===== src/rtl/seq_restoring_divider_pkg.sv =====
// Shared types and constants for the sequential restoring divider.
// Holds the controller state encoding, the default operand width and
// the helper that sizes the iteration counter.
package div_pkg;

   typedef enum logic [1:0] {
      IDLE = 2'd0,
      RUN  = 2'd1,
      DONE = 2'd2
   } div_state_t;

   localparam int DIV_WIDTH_DEFAULT = 16;
   localparam int DIV_CNT_W_DEFAULT = $clog2(DIV_WIDTH_DEFAULT);

   // Counter width needed to count 0 .. width-1.
   function automatic int div_cnt_width(input int width);
      return $clog2(width);
   endfunction

endpackage


===== src/rtl/seq_restoring_divider_sub.sv =====
// Subtract unit built in the adder style: diff = a + ~b + 1.
// borrow is the inverted carry out, so borrow=1 means a < b.
module div_sub_unit #(
   parameter int N = 17
) (
   input  logic [N-1:0] a,
   input  logic [N-1:0] b,
   output logic [N-1:0] diff,
   output logic         borrow
);

   logic [N:0] sum_s;

   // Add a to the one's complement of b with a forced carry-in of one.
   always_comb begin
      sum_s  = {1'b0, a} + {1'b0, ~b} + {{N{1'b0}}, 1'b1};
      diff   = sum_s[N-1:0];
      borrow = ~sum_s[N];
   end

endmodule


===== src/rtl/seq_restoring_divider.sv =====
// Multi-cycle restoring divider: one quotient bit per clock, start/done
// handshake, quotient/remainder/div_by_zero held until the next accepted
// start. Optional signed mode is enabled with the DIV_SIGNED_EN macro.
module seq_restoring_divider
   import div_pkg::*;
#(
   parameter int WIDTH = DIV_WIDTH_DEFAULT
) (
   input  logic             Clk,
   input  logic             Reset_n,
   input  logic             start,
   input  logic [WIDTH-1:0] dividend,
   input  logic [WIDTH-1:0] divisor,
`ifdef DIV_SIGNED_EN
   input  logic             signed_op,
`endif
   output logic             busy,
   output logic             done,
   output logic [WIDTH-1:0] quotient,
   output logic [WIDTH-1:0] remainder,
   output logic             div_by_zero
);

   localparam int                CNT_W    = div_cnt_width(WIDTH);
   localparam logic [CNT_W-1:0] LAST_CNT = CNT_W'(WIDTH - 1);

   div_state_t       state_q, state_d;
   logic [CNT_W-1:0] count_q, count_d;
   logic [WIDTH:0]   p_q, p_d;
   logic [WIDTH-1:0] acc_q, acc_d;
   logic [WIDTH-1:0] dvs_q, dvs_d;
   logic             neg_quot_q, neg_quot_d;
   logic             neg_rem_q, neg_rem_d;
   logic [WIDTH-1:0] quotient_q, quotient_d;
   logic [WIDTH-1:0] remainder_q, remainder_d;
   logic             dbz_q, dbz_d;
   logic             busy_q, busy_d;
   logic             done_q, done_d;

   logic             dvd_neg_s, dvs_neg_s;
   logic [WIDTH-1:0] dvd_mag_s, dvs_mag_s;
   logic [2*WIDTH:0] pq_shift_s;
   logic [WIDTH:0]   p_shift_s;
   logic [WIDTH-1:0] acc_shift_s;
   logic [WIDTH:0]   trial_s;
   logic             borrow_s;
   logic [WIDTH:0]   p_next_s;
   logic [WIDTH-1:0] acc_next_s;

`ifdef DIV_SIGNED_EN
   assign dvd_neg_s = signed_op & dividend[WIDTH-1];
   assign dvs_neg_s = signed_op & divisor[WIDTH-1];
`else
   assign dvd_neg_s = 1'b0;
   assign dvs_neg_s = 1'b0;
`endif

   // Operand magnitudes; identical to the inputs in unsigned operation.
   always_comb begin
      dvd_mag_s = dvd_neg_s ? (~dividend + WIDTH'(1)) : dividend;
      dvs_mag_s = dvs_neg_s ? (~divisor + WIDTH'(1)) : divisor;
   end

   // Shift {P,Q} left by one; the P top bit drops out of the WIDTH+1 window.
   always_comb begin
      pq_shift_s  = {p_q, acc_q} << 1;
      p_shift_s   = pq_shift_s[2*WIDTH:WIDTH];
      acc_shift_s = pq_shift_s[WIDTH-1:0];
   end

   div_sub_unit #(
      .N (WIDTH + 1)
   ) u_sub (
      .a      (p_shift_s),
      .b      ({1'b0, dvs_q}),
      .diff   (trial_s),
      .borrow (borrow_s)
   );

   // Restore on borrow, otherwise keep the trial and set the quotient bit.
   always_comb begin
      p_next_s   = borrow_s ? p_shift_s : trial_s;
      acc_next_s = acc_shift_s | {{(WIDTH-1){1'b0}}, ~borrow_s};
   end

   // Next-state, datapath and result-register logic for the controller.
   always_comb begin
      state_d     = state_q;
      count_d     = count_q;
      p_d         = p_q;
      acc_d       = acc_q;
      dvs_d       = dvs_q;
      neg_quot_d  = neg_quot_q;
      neg_rem_d   = neg_rem_q;
      quotient_d  = quotient_q;
      remainder_d = remainder_q;
      dbz_d       = dbz_q;
      case (state_q)
         IDLE: begin
            if (start) begin
               if (divisor == {WIDTH{1'b0}}) begin
                  state_d     = DONE;
                  quotient_d  = {WIDTH{1'b1}};
                  remainder_d = dividend;
                  dbz_d       = 1'b1;
               end else begin
                  state_d    = RUN;
                  count_d    = {CNT_W{1'b0}};
                  p_d        = {(WIDTH+1){1'b0}};
                  acc_d      = dvd_mag_s;
                  dvs_d      = dvs_mag_s;
                  neg_quot_d = dvd_neg_s ^ dvs_neg_s;
                  neg_rem_d  = dvd_neg_s;
                  dbz_d      = 1'b0;
               end
            end else begin
               state_d = IDLE;
            end
         end
         RUN: begin
            p_d     = p_next_s;
            acc_d   = acc_next_s;
            count_d = count_q + CNT_W'(1);
            if (count_q == LAST_CNT) begin
               state_d     = DONE;
               quotient_d  = neg_quot_q ? (~acc_next_s + WIDTH'(1)) : acc_next_s;
               remainder_d = neg_rem_q ? (~p_next_s[WIDTH-1:0] + WIDTH'(1))
                                       : p_next_s[WIDTH-1:0];
            end else begin
               state_d = RUN;
            end
         end
         DONE: begin
            state_d = IDLE;
         end
         default: begin
            state_d = IDLE;
         end
      endcase
      busy_d = (state_d != IDLE);
      done_d = (state_d == DONE);
   end

   // State and result registers with synchronous active-low reset.
   always_ff @(posedge Clk) begin
      if (!Reset_n) begin
         state_q     <= IDLE;
         count_q     <= {CNT_W{1'b0}};
         p_q         <= {(WIDTH+1){1'b0}};
         acc_q       <= {WIDTH{1'b0}};
         dvs_q       <= {WIDTH{1'b0}};
         neg_quot_q  <= 1'b0;
         neg_rem_q   <= 1'b0;
         quotient_q  <= {WIDTH{1'b0}};
         remainder_q <= {WIDTH{1'b0}};
         dbz_q       <= 1'b0;
         busy_q      <= 1'b0;
         done_q      <= 1'b0;
      end else begin
         state_q     <= state_d;
         count_q     <= count_d;
         p_q         <= p_d;
         acc_q       <= acc_d;
         dvs_q       <= dvs_d;
         neg_quot_q  <= neg_quot_d;
         neg_rem_q   <= neg_rem_d;
         quotient_q  <= quotient_d;
         remainder_q <= remainder_d;
         dbz_q       <= dbz_d;
         busy_q      <= busy_d;
         done_q      <= done_d;
      end
   end

   assign busy        = busy_q;
   assign done        = done_q;
   assign quotient    = quotient_q;
   assign remainder   = remainder_q;
   assign div_by_zero = dbz_q;

endmodule


===== config.mk =====
export PLATFORM = sky130hd
export DESIGN_NAME = seq_restoring_divider
export DESIGN_NICKNAME = d
export VERILOG_FILES = /design/src/rtl/seq_restoring_divider_pkg.sv /design/src/rtl/seq_restoring_divider_sub.sv /design/src/rtl/seq_restoring_divider.sv
export SDC_FILE = /design/constraint.sdc
export NUM_CORES = 1
export LEC_CHECK = 0
export ABC_AREA = 1
export CORE_UTILIZATION = 38
export CTS_BUF_LIST = sky130_fd_sc_hd__clkbuf_2 sky130_fd_sc_hd__clkbuf_4 sky130_fd_sc_hd__clkbuf_8
export DETAILED_ROUTE_END_ITERATION = 10
export PLACE_DENSITY = 0.61
export REMOVE_ABC_BUFFERS = 1
export SLEW_MARGIN = 5
export SYNTH_ARGS = -nofsm -noshare
export SYNTH_HDL_FRONTEND = slang
export SYNTH_SLANG_ARGS = --single-unit

===== constraint.sdc =====
create_clock -name Clk -period 3.4 [get_ports Clk]
set_clock_uncertainty 0.15 [all_clocks]
set_input_delay 0.68 -clock Clk [delete_from_list [all_inputs] [get_ports Clk]]
set_output_delay 0.68 -clock Clk [all_outputs]
set_load 0.01 [all_outputs]

==> results.ini, run 1 <==
[yosys]
ys_ff_latch = 89
synth.cell_area_mm2 = 0.00484
syn_inst = 729
synth_ff_type = dfxtp_1
synth_warnings = 0
synth-async-reset-ratio = 0
synth_edf_count = 0
ys_seq_area_frac = 0.368
synthDistinctLibCells = 33
postSynthAreaPerCell_um2 = 6.64

[floorplanning]
pin_count = 70
dieWidth_um = 115
die_h_um = 115
rows = 40
die-area_mm2 = 0.0132
start_util = 0.396
coreArea_mm2 = 0.0122

[placement]
port_buffers = 69
globalplace.congestion = 0.839
dpl.hpwl_mm = 8.88
dpl_cell_area_mm2 = 0.00565
pre_cts_slack_ps = 539

[finish]
regArea_mm2 = 0.00178
design_area_mm2 = 0.00588
syn_to_final_growth_pct = 21.4
fin_util = 0.481
diodes = 0
final_layout_size_suffix_gt1_frac = 0.0623
finalNetCount = 835
multiInputGateArea_mm2 = 0.00244
fill_cells = 1285

[routing]
vias_per_cell = 4.88
dr.pass1.iters = 5
vias = 4664
routed_wl_mm = 12.2
drtAntennaViolNets = 0
wire_per_inst_um = 12.8
remaining_drc_errors = 0
drt-initial-drc-count = 306

[job]
drv_cap = 0

[sta]
worst_pin_slew_ps = 663
period_share = 0.746
hold_violations = 0
slew_headroom = 0.557
setup_viol = 0
drv_slew = 0
rsz0062_at_grt = no
post-route-worst-setup-slack_ps = 862
layout_min_cycle_time_ps = 2540
max_freq_ghz = 0.394

[setup_path]
worstPathArrival_ps = 2720
cp-end-kind = flip-flop
crit_fanout = 18
path_class = flip-flop to flip-flop
crit_path_start_kind = flip-flop
critPathRequiredTime_ps = 3580

[outcome]
status = finished clean

[global_routing]
grt_first_pass_wirelength_mm = 20.2
grt_overflow = 0
grt.total_usage = 0.195
grt_pass1_vias = 4194
antenna_found_initial = 0
grt_max_degree = 50

[clock_tree]
clkSinkCount = 89
cts.clk_slew.worst_paths_ps = 90
htree_levels = 3
hold_buffers = 0
post-cts-setup-buffers = 0
post_cts_resize_count = 0
ctsLongestPathBuffers = 2
cts_root_buf = clkbuf_8
cts-buffers-inserted = 9
cts_tree = built
clk_latency_ps = 380

[pwr]
p_leak_nw = 2.96
pwr_density_cell_mw_per_mm2 = 452
peakVddDrop_mv = 0.194

[worst_hold_path]
min_path_type = flip-flop to flip-flop

==> critical path, stage by stage (launching register included) <==
cell and delay, ps:
dfxtp_1 360, ha_1 400, nand2_1 120, nor3_2 190
and2_2 210, nand2_4 150, a21oi_4 510, nand2_1 170
nand3_1 110, nand2_1 50, inv_1 60
==> report_power, final <==
| group | leakage [nW] | internal, mW | switching [mW] |
|---|---|---|---|
| sequential | 0.726 | 1.10 | 0.0396 |
| combinational | 2.11 | 0.238 | 0.433 |
| clock | 0.115 | 0.452 | 0.394 |
| total | 2.96 | 1.79 | 0.867 |
==> per-layer routing <==
metal | track usage | up-vias | share of wire
met2 | 0.299 | 116 | 0.43
li1 | - | 2442 | -
met1 | 0.264 | 2084 | 0.51
met3 | 0.0332 | 22 | 0.042
met5 | 0 | - | 0
met4 | 0.0944 | 0 | 0.025
==> path summary, 6_finish.rpt <==
| path | start | endpoint | slack (ps) | cells after the start |
|---|---|---|---|---|
| setup / recovery | p_q[12] | p_q[3] | 860 | 10 |
| hold / removal | dvs_q[10] | dvs_q[10] | 310 | 2 |
| setup reg to reg | p_q[12] | p_q[3] | 860 | 10 |
| hold reg to reg | dvs_q[10] | dvs_q[10] | 310 | 2 |
==> cell families after synthesis <==
| logic type | after synthesis | share of synthesized area |
|---|---|---|
| AND/OR/NAND/NOR | 320 | 0.284 |
| buffers and inverters | 157 | 0.128 |
| AO/OA/AOI/OAI | 137 | 0.157 |
| flip-flops | 89 | 0.368 |
| adder cells (fa/ha/maj) | 18 | 0.0481 |
| XOR/XNOR | 8 | 0.0145 |
==> layout make-up <==
class,count,share of cell area
Timing Repair Buffer,77,0.129
Multi-Input combinational cell,483,0.415
Clock buffer,11,0.0258
Inverter,122,0.0779
Sequential cell,89,0.303
Clock inverter,5,0.0132
Tap cell,168,0.0358
==> metrics by stage <==
step | cells | power [mW] | TNS [ps] | hold slack, ps
floorplan | 694 | 1.62 | -49280 | 283
global placement | 939 | 1.81 | 0 | 302
detailed placement | 939 | 1.83 | 0 | 307
CTS | 955 | 2.67 | 0 | 320
global route | 955 | 2.81 | 0 | 345
finish | 955 | 2.65 | 0 | 314
==> sequential cells by signal, indices dropped and copies added (netlist names) <==
| signal | count |
|---|---|
| acc_q | 16 |
| dvs_q | 16 |
| p_q | 16 |
| quotient | 16 |
| remainder | 16 |
| count_q | 4 |
| state_q | 2 |
| busy | 1 |
| div_by_zero | 1 |
| done | 1 |
==> synth_stat cells (14+ instances only) <==
library cell | n | area share
nand2_1 | 188 | 0.15
inv_1 | 118 | 0.091
dfxtp_1 | 89 | 0.37
o21ai_0 | 57 | 0.059
nand3_1 | 50 | 0.052
a21oi_1 | 47 | 0.049
nor2_1 | 42 | 0.033
clkbuf_1 | 20 | 0.016
nand4_1 | 18 | 0.023
ha_1 | 17 | 0.044
a31oi_1 | 16 | 0.021
o211ai_1 | 14 | 0.022
==> placed cells by master, fill, tap and decap left out, types with 3 or more instances in the layout <==
cell             count
nand2_1            188
inv_1              118
dfxtp_1             89
clkdlybuf4s50_1     68
o21ai_0             57
nand3_1             50
a21oi_1             47
nor2_1              41
nand4_1             18
ha_1                17
a31oi_1             16
o211ai_1            14
clkbuf_8            11
nand2_2             10
xor2_1               7
buf_4                7
nor2_2               3
inv_2                3
Power figures use the tool's default switching activity.
==> inputs of run 2 (changes only) <==
==> constraint.sdc (replaced) <==
create_clock -name Clk -period 2.4 [get_ports Clk]
set_clock_uncertainty 0.15 [all_clocks]
set_input_delay 0.48 -clock Clk [delete_from_list [all_inputs] [get_ports Clk]]
set_output_delay 0.48 -clock Clk [all_outputs]
set_load 0.01 [all_outputs]
==> results.ini, run 2 (synthesized netlist as in run 1, its figures left out) <==
[finish]
finalNetCount = 845
fin_util = 0.495
diodes = 0
final_common_cell = nand2_1
syn_to_final_growth_pct = 24.9
mostFrequentLayoutCells = nand2_1, inv_1, dfxtp_1, clkdlybuf4s50_1, o21ai_0
final_layout_size_suffix_gt1_frac = 0.0853

[sta]
hold_violations = 0
drv_slew = 0
period_share = 0.930
rsz0062_at_grt = yes
layout_min_cycle_time_ps = 2230
post-route-worst-setup-slack_ps = 168
setup_viol = 0
worst_pin_slew_ps = 360
max_freq_ghz = 0.448
slew_headroom = 0.757

[setup_path]
cp-end-kind = flip-flop
path_class = flip-flop to flip-flop
cp_common_cell = nand2_1
cpLargestDelayFamily = simple AND/OR/NAND/NOR gates
crit_slowest_cell = fa_1
crit_fanout = 4
cpPeakStageDelay_ps = 390
critPathBufInv = 3
worstPathArrival_ps = 2370
cp_cell_sequence = inv_1 > ha_1 > inv_1 > fa_1 > nand3_1 > nand3_2 > nand2_1 > nand2_1 > nand2_1 > nand2_1 > nand2_1 > nand2_1 > nand2_2 > nand3_1 > nand2_1 > inv_1
crit_path_start_kind = flip-flop
critPathRequiredTime_ps = 2530

[routing]
routed_wl_mm = 12.6
remaining_drc_errors = 0
wire_per_inst_um = 13.1
dr.pass1.iters = 5
drtAntennaViolNets = 0
vias = 4703
vias_per_cell = 4.87
drt-initial-drc-count = 278

[placement]
dpl.hpwl_mm = 9.30
pre_cts_slack_ps = -20.3
globalplace.congestion = 0.828
port_buffers = 69

[pwr]
power_frac_clock = 0.267
p_leak_nw = 2.99
p_int_mw = 2.36
p_switching_mw = 1.25
pwr_density_cell_mw_per_mm2 = 598
switching_share = 0.346
combinationalPowerShare = 0.286
p_seq_frac = 0.448
peakVddDrop_mv = 0.266

[global_routing]
grt_pass1_vias = 4122
grt_overflow = 0
antenna_found_initial = 0
grt_first_pass_wirelength_mm = 20.5
grt_max_degree = 57
grt.total_usage = 0.198

[clock_tree]
cts.clk_slew.worst_paths_ps = 90
post-cts-setup-buffers = 0
post_cts_resize_count = 0
ctsLongestPathBuffers = 2
cts_tree = built
htree_levels = 3
hold_buffers = 0
cts_root_buf = clkbuf_8
cts-buffers-inserted = 9
clk_latency_ps = 380
clkSinkCount = 89

[worst_hold_path]
min_path_type = flip-flop to flip-flop

[floorplanning]
rows = 40
die-area_mm2 = 0.0132
pin_count = 70
die_h_um = 115
coreArea_mm2 = 0.0122
start_util = 0.396
dieWidth_um = 115

[outcome]
status = finished clean

[job]
drv_cap = 0

## run 2: cell types whose count changed in the layout (fill, tap and decap cells not counted), sizes merged
cell	previous run	this run
bufinv	2	0
clkinvlp	1	4
buf	9	19
clkbuf	11	12
clkinv	3	1
## run 2: worst paths after layout
check / start / to / slack, ps / cells after the start
min reg2reg: dvs_q[9] / dvs_q[9] / 310 / 2
max reg2reg: acc_q[15] / p_q[12] / 170 / 16
max: acc_q[15] / p_q[12] / 170 / 16
min: dvs_q[9] / dvs_q[9] / 310 / 2
## run 2: worst min-delay path: stages (launching register included)
cell and delay (ps):
dfxtp_1 300, inv_1 60, a21oi_1 60
## run 2: routing by layer
layer  up-vias  wire length (um)  GRT usage
li1       2448                 -          -
met4         0               131     0.0563
met5         -                 0          0
met3         9               520     0.0438
met2       112              5640      0.311
met1      2134              6310      0.271
## run 2: area by class of cell
class / count / area (um2)
clock buffer: 12 / 146
clock inverter: 4 / 30.0
fill: 1318 / 6160
inverter: 122 / 458
multi-input combinational: 483 / 2540
sequential: 89 / 1780
tap: 168 / 210
timing repair buffer: 87 / 883
## run 2: power groups by stage
stage / sequential [mW] / clock, mW / combinational, mW
finish: 1.62 / 0.964 / 1.03
detailed placement: 1.65 / 0 / 0.984
global placement: 1.64 / 0 / 0.977
global route: 1.63 / 1.06 / 1.16
CTS: 1.61 / 0.996 / 0.988
floorplan: 1.63 / 0 / 0.665
## run 2: per-stage QoR
step / instance area (um2) / TNS [ps] / total power [mW] / instances / hold slack, ps
finish: 6050 / 0 / 3.61 / 965 / 313
CTS: 5950 / 0 / 3.60 / 965 / 319
global route: 6050 / -7.20 / 3.85 / 965 / 337
global placement: 5770 / 0 / 2.62 / 949 / 301
detailed placement: 5770 / -58.4 / 2.63 / 949 / 308
floorplan: 4680 / -120370 / 2.29 / 694 / 283
